### src/rtl/cpu_pkg.sv
// ============================================================================
// Module      : cpu_pkg
// Description : Shared opcode and phase encodings for the CPU controller.
// Revision    : 1.0 - initial release
// ============================================================================
`default_nettype none

package cpu_pkg;

    localparam int OPCODE_W = 3;
    localparam int PHASE_W  = 3;

    typedef enum logic [OPCODE_W-1:0] {
        OP_HLT = 3'd0,
        OP_SKZ = 3'd1,
        OP_ADD = 3'd2,
        OP_AND = 3'd3,
        OP_XOR = 3'd4,
        OP_LDA = 3'd5,
        OP_STO = 3'd6,
        OP_JMP = 3'd7
    } opcode_t;

    typedef enum logic [PHASE_W-1:0] {
        PH_INST_ADDR  = 3'd0,
        PH_INST_FETCH = 3'd1,
        PH_INST_LOAD  = 3'd2,
        PH_IDLE       = 3'd3,
        PH_OP_ADDR    = 3'd4,
        PH_OP_FETCH   = 3'd5,
        PH_ALU_OP     = 3'd6,
        PH_STORE      = 3'd7
    } phase_t;

    // Opcodes that read an operand from memory and load the accumulator.
    function automatic logic is_aluop(input logic [OPCODE_W-1:0] op);
        return (op == OP_ADD) || (op == OP_AND) ||
               (op == OP_XOR) || (op == OP_LDA);
    endfunction

endpackage

`default_nettype wire

### src/rtl/phase_counter.sv
// ============================================================================
// Module      : phase_counter
// Description : Free-running wrapping phase counter with a hold input.
// Revision    : 1.0 - initial release
// ============================================================================
`default_nettype none

module phase_counter
    import cpu_pkg::*;
(
    input  logic               clk,
    input  logic               rst,
    input  logic               i_hold,
    output logic [PHASE_W-1:0] o_count
);

    logic [PHASE_W-1:0] r_count;

    always_ff @(posedge clk or posedge rst) begin
        if (rst) begin
            r_count <= '0;
        end else if (!i_hold) begin
            r_count <= r_count + 1'b1;
        end
    end

    assign o_count = r_count;

endmodule

`default_nettype wire

### src/rtl/cpu_controller.sv
// ============================================================================
// Module      : cpu_controller
// Description : Eight-phase sequencer and control-strobe decoder for a simple
//               accumulator CPU, with a sticky halt cleared only by reset.
// Revision    : 1.0 - initial release
// ============================================================================
`default_nettype none

module cpu_controller
    import cpu_pkg::*;
(
    input  logic                clk,
    input  logic                rst,
    input  logic [OPCODE_W-1:0] opcode,
    input  logic                zero,
    output logic                sel,
    output logic                rd,
    output logic                ld_ir,
    output logic                inc_pc,
    output logic                ld_pc,
    output logic                ld_ac,
    output logic                data_e,
    output logic                wr,
    output logic                halt,
    output logic [PHASE_W-1:0]  phase
);

    logic [PHASE_W-1:0] w_phase;
    logic               r_halted;
    logic               w_halt_now;
    logic               w_aluop;
    logic               w_skz;
    logic               w_sto;
    logic               w_jmp;

    assign w_aluop = is_aluop(opcode);
    assign w_skz   = (opcode == OP_SKZ);
    assign w_sto   = (opcode == OP_STO);
    assign w_jmp   = (opcode == OP_JMP);

    // Holding the counter on the same edge that sets the flag freezes phase at 4.
    assign w_halt_now = !r_halted && (w_phase == PH_OP_ADDR) && (opcode == OP_HLT);

    phase_counter u_phase_counter (
        .clk     (clk),
        .rst     (rst),
        .i_hold  (r_halted | w_halt_now),
        .o_count (w_phase)
    );

    always_ff @(posedge clk or posedge rst) begin
        if (rst) begin
            r_halted <= 1'b0;
        end else if (w_halt_now) begin
            r_halted <= 1'b1;
        end
    end

    always_comb begin
        sel    = 1'b0;
        rd     = 1'b0;
        ld_ir  = 1'b0;
        inc_pc = 1'b0;
        ld_pc  = 1'b0;
        ld_ac  = 1'b0;
        data_e = 1'b0;
        wr     = 1'b0;
        halt   = 1'b0;
        if (r_halted) begin
            halt = 1'b1;
        end else begin
            case (phase_t'(w_phase))
                PH_INST_ADDR: begin
                    sel = 1'b1;
                end
                PH_INST_FETCH: begin
                    sel = 1'b1;
                    rd  = 1'b1;
                end
                PH_INST_LOAD, PH_IDLE: begin
                    sel   = 1'b1;
                    rd    = 1'b1;
                    ld_ir = 1'b1;
                end
                PH_OP_ADDR: begin
                    inc_pc = 1'b1;
                    halt   = (opcode == OP_HLT);
                end
                PH_OP_FETCH: begin
                    rd = w_aluop;
                end
                PH_ALU_OP: begin
                    rd     = w_aluop;
                    inc_pc = w_skz & zero;
                    ld_pc  = w_jmp;
                    data_e = w_sto;
                end
                PH_STORE: begin
                    rd     = w_aluop;
                    ld_ac  = w_aluop;
                    inc_pc = w_jmp;
                    ld_pc  = w_jmp;
                    data_e = w_sto;
                    wr     = w_sto;
                end
                default: begin
                    sel = 1'b0;
                end
            endcase
        end
    end

    assign phase = w_phase;

endmodule

`default_nettype wire

### config.mk
export PLATFORM = sky130hd
export DESIGN_NAME = cpu_controller
export DESIGN_NICKNAME = d
export VERILOG_FILES = /design/src/rtl/cpu_pkg.sv /design/src/rtl/phase_counter.sv /design/src/rtl/cpu_controller.sv
export SDC_FILE = /design/constraint.sdc
export NUM_CORES = 1
export LEC_CHECK = 0
export CAP_MARGIN = 5
export CORE_AREA = 2 2 41 43
export DETAILED_ROUTE_END_ITERATION = 8
export DIE_AREA = 0 0 43 45
export SYNTH_ARGS = -nofsm -noshare
export SYNTH_HDL_FRONTEND = slang
export SYNTH_SLANG_ARGS = --single-unit
### constraint.sdc
create_clock -name clk -period 1.85 [get_ports clk]
set_clock_uncertainty 0.1 [all_clocks]
set_input_delay 0.37 -clock clk [delete_from_list [all_inputs] [get_ports clk]]
set_output_delay 0.37 -clock clk [all_outputs]
set_load 0.005 [all_outputs]
After elaboration in Yosys (flattened, before gate mapping)
Cells that the tools add are included.
W data, S select, Z words.
- flip-flop bits (word level): 4
- input bits: 6
- output and inout bits: 12
- word-level logic and storage cells: 50
- add/sub/neg operators: 1
- eq/ne operators: 14
- multiplexer cells: 18
- bitwise operators: 2
- reductions and logical operators: 13
- operators with widths (operator ; number):
    $eq A3 B3 Y1 const B ; 8
    $mux W1 ; 16
    $eq A3 B2 Y1 const B ; 4
    $eq A3 B1 Y1 const B ; 2
    $logic_not A3 Y1 ; 2
    $reduce_or A3 Y1 ; 2
    $reduce_or A2 Y1 ; 2
    $reduce_or A4 Y1 ; 1
    $add A3 B1 Y3 const B ; 1
    $logic_or A1 B1 Y1 ; 3
    $pmux W1 S3 ; 1
    $logic_and A1 B1 Y1 ; 2
    $pmux W1 S2 ; 1
    $and A1 B1 Y1 ; 1
    $logic_not A1 Y1 ; 1
    $or A1 B1 Y1 ; 1

Depth between registers and ports, before layout
- depth after elaboration: 6
- mapped depth: 5
- mapped depth without buffers: 5

Hierarchy
A second synthesis with hierarchy kept.
- cell total of the unflattened synthesis: 35
- area total of the unflattened synthesis: 332.8 µm²
- by module, submodules not included (module ; times used ; cells an instance ; area an instance (µm²) ; sequential area each (µm²)):
    cpu_controller ; 1 ; 26 ; 195.2 ; 25.0
    phase_counter ; 1 ; 9 ; 137.6 ; 75.1

Least setup slack after synthesis
No wires, ideal clock.
- path kind: reg-to-output
- from: register u_phase_counter.r_count[0], in the netlist u_phase_counter.o_count[0]
- to: output inc_pc
- data arrival time: 1.357 ns
- path slack: 0.023 ns
- stages on the path, launching flop included: 6
- cell sequence: dfrtp_1 -> inv_1 -> ha_1 -> nand3_1 -> or4_1 -> a31oi_1
- word-level cells in the longest chain between the ends: 3
- RTL lines (what ; RTL line ; source):
    from (decl) ; phase_counter.sv:17 ; logic [PHASE_W-1:0] r_count;
    from (signal assigned) ; phase_counter.sv:23 ; r_count <= r_count + 1'b1;
    $eq A3 B3 Y1 ; cpu_controller.sv:72 ; case (phase_t'(w_phase))
    $pmux W1 S3 (*) ; cpu_controller.sv:72 ;
    $mux W1 (*) ; cpu_controller.sv:69 ; if (r_halted) begin
    to (decl) ; cpu_controller.sv:19 ; output logic inc_pc,
Every way passes the cells marked *; elsewhere a longest branch is shown, timed or not.

Worst setup path after layout
- from: register u_phase_counter.r_count[1], in the netlist u_phase_counter.o_count[1]
- to: output rd
- word-level cells in the longest chain between the ends: 4
- RTL lines (what ; RTL line ; source):
    $eq A3 B3 Y1, or another cell as far along ; cpu_controller.sv:72 ;
    $reduce_or A3 Y1 (no line) ; - ;
    $pmux W1 S2 (*) ; cpu_controller.sv:72 ;
    $mux W1 (*) ; cpu_controller.sv:69 ;
    to (decl) ; cpu_controller.sv:17 ; output logic rd,
Marks and branches as above.

==> results.json <==
{
  "syn_area_per_cell_um2": 9.25,
  "initial_core_util_pct": 28.9,
  "grt_max_degree": 8,
  "layout.nets": 101,
  "clk_pin_slew_ps": 40,
  "clk_latency_ps": 230,
  "maxCapViolCount": 0,
  "finalCritPeriodShare_pct": 111,
  "die-area_um2": 1940,
  "final.setup.worst_slack_ps": -207,
  "track_usage_pct": 14.6,
  "hold_class": "in2async",
  "grt_overflow": 0,
  "synth-seq-cells": 4,
  "drc": 0,
  "ys.flop_type": "dfrtp_1",
  "first_iter_violations": 14,
  "fp.dieW_um": 43,
  "finalSetupViolCount": 9,
  "finalSetupTns_ps": -1280,
  "hold_viol": 0,
  "holdBufCountCts": 0,
  "yosys.cell_types.count": 23,
  "rsz0062_at_grt": "yes",
  "synth_enable_flop_cells": 0,
  "ys_async_sr_fraction_pct": 100,
  "worstPathRequired_ps": 1380,
  "design_area_um2": 918,
  "outcome": "finished, violations left",
  "end_kind": "output pin",
  "cts-buffers-inserted": 3,
  "vias_per_cell": 4.78,
  "leakage_nw": 0.406,
  "wl_per_cell_um": 12.5,
  "cts.sinks": 4,
  "critPathLaunchType": "register",
  "synth_area_um2": 425,
  "worstPathMaxFanout": 3,
  "cts.path.max_buffers": 2,
  "io_pins": 18,
  "synth_nets": 59,
  "grt_pass1_wl_um": 2070,
  "die_h_um": 45,
  "clock.fmax_ghz": 0.486,
  "cts-root-buf": "clkbuf_4",
  "critPathKind": "reg2out",
  "violations": "negative setup slack",
  "drt-total-wl_um": 1280,
  "slew_headroom_pct": 81.9,
  "dr_total_vias": 488,
  "first_pass_iters": 4,
  "synthToLayoutAreaGrowth_pct": 116,
  "fin_crit_ps": 2060,
  "ir_drop_mv": 0.254,
  "first_global_vias": 476,
  "coreArea_um2": 1470,
  "gp_congestion": 0.829,
  "layout-drive-gt1-share_pct": 69.8,
  "n_antenna_cell": 0,
  "placed_cell_area_um2": 706,
  "htreeDepth": 1,
  "seq_area_frac_synth_pct": 23.5,
  "power.density_nw_per_um2": 240,
  "portBuffers": 17,
  "slew_viol_final": 0,
  "cts_tree": "done",
  "synth_warnings": 0,
  "dp_hpwl_um": 858,
  "ant_nets": 0,
  "postSynthCellCount": 46,
  "num_rows": 14,
  "antenna_found_initial": 0,
  "cp.arrival_ps": 1590,
  "worst_pin_slew_ps": 269
}
==> layout make-up <==
| cell class | count | area (µm²) |
|---|---|---|
| clock buffers | 3 | 22.5 |
| well taps | 16 | 20.0 |
| flip-flops and latches | 4 | 101 |
| multi-input cells | 34 | 429 |
| repair buffers | 40 | 327 |
| fillers | 135 | 553 |
| inverters | 5 | 18.8 |
==> critical path: stages (launching register included) <==
cell and delay (ps):
dfrtp_2 430, ha_4 190, buf_6 110, or2_4 250
a21oi_4 160, o32ai_2 80, buf_2 130
==> repair_timing <==
action	4_1_cts	5_1_grt
setup buffers	7	3
pin swaps	10	7
endpoints found under the setup margin	9	11
gates resized for setup	65	8
==> per-stage QoR <==
| stage | hold WS, ps | cells | power [mW] | util [%] | worst slack, ps |
|---|---|---|---|---|---|
| finish | 218 | 102 | 0.220 | 62.4 | -207 |
| global route | 240 | 102 | 0.236 | 62.4 | -265 |
| CTS | 215 | 100 | 0.226 | 58.7 | -193 |
| detailed placement | 464 | 90 | 0.117 | 48.0 | -649 |
| global placement | 459 | 90 | 0.117 | 48.0 | -640 |
| floorplan | 36.1 | 46 | 0.102 | - | 22.6 |
==> cells in the mapped netlist (2+ instances only) <==
library cell / number / area [µm²]
ha_1: 7 / 87.6
a21oi_1: 5 / 25.0
nand2_1: 2 / 7.51
dfrtp_1: 4 / 100
xnor2_1: 2 / 17.5
inv_1: 3 / 11.3
o41ai_1: 2 / 17.5
nor3b_1: 3 / 22.5
nand3_1: 2 / 10.0
inv_2: 2 / 7.51
clkbuf_2: 2 / 10.0
==> where the power goes <==
group / internal [mW] / switching, mW
logic: 0.0137 / 0.0142
clock network: 0.0723 / 0.0319
registers: 0.0880 / 0
==> logic make-up (layout without fill, tap and decap cells) <==
group                    Yosys count  in the layout  share of synthesized area [%]
adder cells (fa/ha/maj)            7              7                           20.6
AO/OA/AOI/OAI                     10             10                           20.0
buffers and inverters              8             48                           7.94
flip-flops                         4              4                           23.5
multiplexers                       2              2                           6.18
XOR/XNOR                           2              2                           4.12
AND/OR/NAND/NOR                   13             13                           17.6
==> layout by cell type, fill, tap and decap left out, types with 2 or more instances in the layout <==
master,Yosys,layout
xnor2_1,2,2
buf_6,0,7
inv_2,2,4
a21oi_2,0,2
ha_4,0,5
a21oi_4,0,2
nor3b_2,0,3
buf_4,0,16
clkbuf_4,0,3
nand3_2,0,2
o41ai_1,2,2
buf_2,1,8
dfrtp_1,4,3
dlygate4sd2_1,0,4
clkdlybuf4s50_1,0,4
==> state kept, by name (all words and copies together), names as in the netlist <==
name and count:
u_phase_counter.o_count 3, r_halted 1
==> path summary, 6_finish.rpt <==
kind	start	end	slack [ps]	cells past startpoint
worst max-delay path	u_phase_counter.o_count[1]$_DFFE_PP0N_	rd	-210	6
worst min-delay path	rst	u_phase_counter.o_count[0]$_DFFE_PP0N_	220	2
worst max register to register	u_phase_counter.o_count[0]$_DFFE_PP0N_	u_phase_counter.o_count[1]$_DFFE_PP0N_	60	7
worst min register to register	r_halted$_DFFE_PP0P_	r_halted$_DFFE_PP0P_	570	3
max in group asynchronous	rst	u_phase_counter.o_count[1]$_DFFE_PP0N_	1270	2
min in group clk	opcode[2]	r_halted$_DFFE_PP0P_	560	3
==> layer usage <==
layer | up-vias | GRT usage [%] | wire (µm)
li1 | 248 | - | -
met1 | 228 | 19.2 | 616
met2 | 10 | 21.5 | 610
met3 | 2 | 3.60 | 27
met4 | 0 | 9.09 | 24
met5 | - | 0 | 0
No activity file was read; power rests on OpenSTA's default activity.
==> variant 1 (same settings) <==
Register the output `inc_pc`, with the module's reset; this adds one clock of latency there. The other outputs are not delayed to match.
--- a/src/rtl/cpu_controller.sv
+++ b/src/rtl/cpu_controller.sv
@@ -24,6 +24,8 @@
     output logic                halt,
     output logic [PHASE_W-1:0]  phase
 );
+
+    logic inc_pc_d;
 
     logic [PHASE_W-1:0] w_phase;
     logic               r_halted;
@@ -60,7 +62,7 @@
         sel    = 1'b0;
         rd     = 1'b0;
         ld_ir  = 1'b0;
-        inc_pc = 1'b0;
+        inc_pc_d = 1'b0;
         ld_pc  = 1'b0;
         ld_ac  = 1'b0;
         data_e = 1'b0;
@@ -83,7 +85,7 @@
                     ld_ir = 1'b1;
                 end
                 PH_OP_ADDR: begin
-                    inc_pc = 1'b1;
+                    inc_pc_d = 1'b1;
                     halt   = (opcode == OP_HLT);
                 end
                 PH_OP_FETCH: begin
@@ -91,14 +93,14 @@
                 end
                 PH_ALU_OP: begin
                     rd     = w_aluop;
-                    inc_pc = w_skz & zero;
+                    inc_pc_d = w_skz & zero;
                     ld_pc  = w_jmp;
                     data_e = w_sto;
                 end
                 PH_STORE: begin
                     rd     = w_aluop;
                     ld_ac  = w_aluop;
-                    inc_pc = w_jmp;
+                    inc_pc_d = w_jmp;
                     ld_pc  = w_jmp;
                     data_e = w_sto;
                     wr     = w_sto;
@@ -112,6 +114,14 @@
 
     assign phase = w_phase;
 
+    always_ff @(posedge clk or posedge rst) begin
+        if (rst) begin
+            inc_pc <= '0;
+        end else begin
+            inc_pc <= inc_pc_d;
+        end
+    end
+
 endmodule
 
 `default_nettype wire
Formal check against the unedited RTL: not equivalent (a bounded check fails within 10 cycles, from zero or initial values and one cycle with rst high).
==> variant 1 against the unedited design <==
The run still ends with negative setup slack left; wire length is 4.7% higher; worst hold slack improved by 0.021 ns; area after synthesis up 1.5%; design area rose by 2.6%; count of clock-buffer cells in the layout up 1; sequential cell count up 1; final cell count rose by 3.9%; setup slack worse by 0.027 ns.
Power is left out: it rests on default switching activity, and per cell area and clock period it moved more than threefold.
==> variant 1: results (changes against the unedited design) <==
Outcome
  – Outcome: finished with violations
  – Failing checks: negative setup slack

Clock network
  – Worst skew pair latency: 0.24 ns
  – Clock slew at reported path FFs: 0.04 ns (about the same)
  – # hold bufs at CTS: 0 (unchanged)
  – Clock tree buffer depth: 2 (unchanged)
  – TritonCTS Buffers: 3 (unchanged)
  – CTS Root Cell: clkbuf_4

Placement
  – Dpl cells: 96 (+6.7%)
  – # port buffers: 17 (unchanged)
  – Gp weighted congestion: 0.763 (-8.0%)
  – Post-DP HPWL: 864 um (+0.70%)

Detailed routing
  – 1st-iter DRT viols: 14 (unchanged)
  – Via count: 500 (+2.5%)
  – Via density: 4.72 (-1.4%)
  – Final wirelength: 1340 um (+4.7%)

Critical path
  – Maximum fanout along the worst path: 4 (+1)
  – Max incr delay on CP: 0.45 ns (+0.02 ns)
  – R2R setup slack: 0.11 ns (+0.05 ns)
  – Critical Path End: rd
  – FF-to-FF End: u_phase_counter.o_count[1]$_DFFE_PP0N_
  – Path depth of the worst reg2reg path: 7 (unchanged)
  – Critical Path AT: 1.61 ns (+0.02 ns)
  – Slowest-stage cell, CP: dfrtp_2
  – Worst Setup SP: u_phase_counter.o_count[1]$_DFFE_PP0N_

Final layout
  – Max FFs per register: 3 (unchanged)
  – Filler cells: 123 (-8.9%)
  – # nets final: 104 (+3.0%)
  – Fraction of layout cells with a size suffix above 1: 63.3% (-6.4 points)
  – N_diodes: 0 (unchanged)

Synthesis
  – Syn_nets: 61 (+3.4%)
  – Synth cell types: 20 (-13%)
  – Ys Warns: 0 (unchanged)
  – Synth cell count leaders: ha_1, inv_1, a21oi_1, dfrtp_1
  – Synth area leaders: dfrtp_1, ha_1, inv_1, a21oi_1, nor3b_1
  – Seq/Total Area, Yosys: 29.0% (+5.5 points)
  – Mapped Cells: 48 (+4.3%)

GRT
  – First-pass GRT wire length: 2250 um (+8.6%)
  – Initial antenna violation count: 0 (unchanged)
  – All-Layer GR Usage: 15.7% (+1.1 points)
  – Largest net degree at the start of global routing: 6 (-2)
  – Number of global-route vias before repair: 530 (+11%)

STA
  – Rel. slew slack: 81.7% (-0.22 points)
  – Setup TNS: -1.14 ns (+0.138 ns)
  – Setup violations, final: 8 (-1)
  – Final worst setup slack: -0.233 ns (-0.0265 ns)

Worst hold path
  – Hold Path Class: primary input to async pin
[variant 1: kinds of logic (layout without fill, tap and decap cells)]
logic type	Yosys count	count (layout)	synth area share (%)
xor gates and xnor gates	2	2	4.06
buffers and inverters	8	50	6.96
DFF	5	5	29.0
AOI/OAI and AO/OA	9	9	12.8
and+or+nand+nor	16	16	23.5
muxes	1	1	3.48
adders and majority gates	7	7	20.3
[variant 1: metal layers]
metal / track usage [%] / routed length [um]
met1: 18.4 / 555
met2: 27.6 / 718
met3: 4.00 / 65
met4: 6.67 / 0
met5: 0 / 0
[variant 1: worst min-delay path by stage]
stage          start                                endpoint  slack [ns]  cells after the start
6_report         rst  u_phase_counter.o_count[2]$_DFFE_PP0N_        0.24                      2
5_1_grt          rst                    r_halted$_DFFE_PP0P_        0.26                      2
4_1_cts          rst                    r_halted$_DFFE_PP0P_        0.23                      2
3_5_place_dp     rst  u_phase_counter.o_count[0]$_DFFE_PP0N_        0.49                      2
3_3_place_gp     rst  u_phase_counter.o_count[0]$_DFFE_PP0N_        0.47                      2
2_1_floorplan    rst                        inc_pc$_DFF_PP0_        0.05                      1
[variant 1: through the flow]
stage / util [%] / instance area (um^2) / setup slack, ns
after CTS: 60.2 / 886 / -0.223
after global placement: 50.2 / 738 / -0.523
after floorplan: - / 432 / 0.0938
after detailed placement: 50.2 / 738 / -0.538
after global routing: 64.0 / 942 / -0.283
final: 64.0 / 942 / -0.233
[variant 1: timing repair]
action                                  4_1_cts  5_1_grt
pin swaps                                     6        5
hold endpoints to repair                      0        0
endpoints found under the setup margin        8        8
setup buffers                                 3        3
resized for setup                            62        8
[variant 1: area by class of cell]
class | instances | area, um^2 | area share (%)
Multi-Input combinational cell | 35 | 420 | 44.6
Timing Repair Buffer | 39 | 317 | 33.6
Sequential cell | 5 | 128 | 13.5
Inverter | 7 | 31.3 | 3.32
Clock buffer | 4 | 26.3 | 2.79
Tap cell | 16 | 20.0 | 2.12
==> variant 2 (config.mk and constraints unchanged) <==
Made on the original files. Reset style: synchronous (`rst`), changed in 2 clocked blocks.
--- a/src/rtl/phase_counter.sv
+++ b/src/rtl/phase_counter.sv
@@ -16,7 +16,7 @@
 
     logic [PHASE_W-1:0] r_count;
 
-    always_ff @(posedge clk or posedge rst) begin
+    always_ff @(posedge clk) begin
         if (rst) begin
             r_count <= '0;
         end else if (!i_hold) begin
--- a/src/rtl/cpu_controller.sv
+++ b/src/rtl/cpu_controller.sv
@@ -48,7 +48,7 @@
         .o_count (w_phase)
     );
 
-    always_ff @(posedge clk or posedge rst) begin
+    always_ff @(posedge clk) begin
         if (rst) begin
             r_halted <= 1'b0;
         end else if (w_halt_now) begin
Function: differs if rst is asserted again (counterexample within 4 cycles, from zero or initial values and one cycle with rst high); with rst held inactive, the same outputs for 10 cycles.
==> variant 2 against the unedited design <==
The flow still finishes with violations (negative setup slack); final cell count grew 12%; setup slack gained 0.058 ns; count of clock-buffer cells in the layout is the same; design area grew 2.2%; sequential cell count is the same; area after synthesis grew 4.1%; wire length grew 32%.
Power is left out: it rests on default switching activity, and per cell area and clock period it moved more than threefold.
==> variant 2: results (changes against the unedited design) <==
Outcome
  – Failing checks: negative setup slack
  – Outcome: finished with violations

STA
  – Setup TNS: -0.407 ns (+0.875 ns)
  – Hold slack: 0.612 ns (+0.394 ns)
  – Worst-Margin Slew: 0.306 ns (+0.0371 ns)
  – Setup violations, final: 3 (-6)
  – Final worst setup slack: -0.149 ns (+0.0577 ns)

Synthesis
  – Mux contribution to synthesized area: 4.52% (-1.7 points)
  – XOR/XNOR share of the synthesized area: 1.98% (-2.1 points)
  – Main synth FF type: dfxtp_1
  – Syn_nets: 67 (+14%)
  – Complex-gate fraction of the synthesized area: 15.8% (-4.2 points)
  – Largest area contributor in the netlist: dfxtp_1
  – Synth Area per Inst: 8.05 um^2 (-13%)
  – Asr flop ratio synth: 0% (-100 points)
  – Synth cell types: 27 (+17%)
  – Post-Synth Adder-Cell Area: 16.9% (-3.6 points)
  – Synth area leaders: dfxtp_1, ha_1, mux2i_1, nand3b_4, nor3_1

Detailed routing
  – DR WL met2: 852 um (+40%)
  – Metal3 WL: 108 um (+300%)
  – Final wirelength: 1680 um (+32%)
  – Met1 WL: 685 um (+11%)
  – Highest routed layer: met4
  – 1st-iter DRT viols: 13 (-1)
  – Via count: 586 (+20%)
  – Drt pass-1 iters: 4 (unchanged)

Final layout
  – Fraction of layout cells with a size suffix above 1: 63.3% (-6.5 points)
  – Non-filler cells, final: 114 (+12%)

GRT
  – First-pass GRT wire length: 2660 um (+29%)
  – Largest net degree at the start of global routing: 7 (-1)
  – Number of global-route vias before repair: 608 (+28%)

Placement
  – Post-DP HPWL: 1140 um (+33%)
  – Gp weighted congestion: 0.795 (-4.2%)
  – Pre-CTS setup slack: -0.666 ns (-0.0171 ns)
  – DP Area: 779 um^2 (+10%)
  – Dpl cells: 106 (+18%)

Worst hold path
  – Hold Path Class: primary input to flop

Critical path
  – Maximum fanout along the worst path: 2 (-1)
  – Critical Path AT: 1.53 ns (-0.06 ns)
  – Max incr delay on CP: 0.32 ns (-0.11 ns)
  – R2R setup slack: 0.33 ns (+0.27 ns)
  – Slowest-stage cell, CP: dfxtp_2

Clock network
  – CTS Root Cell: clkbuf_4
variant 2: cell count changes after synthesis, sizes merged, moves of 2 or more:
cell    unedited run  this run
dfxtp              0         4
dfrtp              4         0
nor2               1         5
nand2              2         5
mux2i              0         2
o311ai             0         2
nor3               1         4
mux2               2         0
nor4b              0         2
a21oi              5         1
o41ai              3         1
variant 2: path summary, 6_finish.rpt:
check             cells after the start                               startpoint                                       to
hold reg to reg                       2                    r_halted$_SDFFE_PP0P_  u_phase_counter.o_count[2]$_SDFFE_PP0N_
hold / removal                        4                                opcode[1]  u_phase_counter.o_count[1]$_SDFFE_PP0N_
setup / recovery                      7  u_phase_counter.o_count[0]$_SDFFE_PP0N_                                      sel
setup reg to reg                      5  u_phase_counter.o_count[0]$_SDFFE_PP0N_  u_phase_counter.o_count[0]$_SDFFE_PP0N_
variant 2: worst max-delay path, delay by kind of cell (launching register included):
kind	cells	cell delay [ns]
compound gates	1	0.13
fa+ha+maj	1	0.15
flops	1	0.32
simple gates	2	0.35
buf+inv	3	0.35
variant 2: layout make-up:
type | instances | area [um^2]
clock buffer | 3 | 22.5
fill | 128 | 533
inverter | 5 | 28.8
multi-input combinational | 42 | 443
sequential | 4 | 83.8
tap | 16 | 20.0
timing repair buffer | 44 | 340
variant 2: kinds of logic (layout without fill, tap and decap cells):
logic type      count (synthesis)  count (layout)
simple gates                   25              25
buf+inv                         9              52
compound gates                  8               8
fa+ha+maj                       6               6
flops                           4               4
mux                             2               2
xor+xnor                        1               1
variant 2: repair_timing:
item	in CTS	in global routing
setup buffers	4	1
pin swaps	7	6
endpoints found under the setup margin	9	8
resized for setup	58	14
variant 2: routing by layer:
layer	track usage (%)	vias up
met2	33.6	24
met4	6.06	0
met3	6.80	4
li1	-	289
met5	0	-
met1	19.4	269
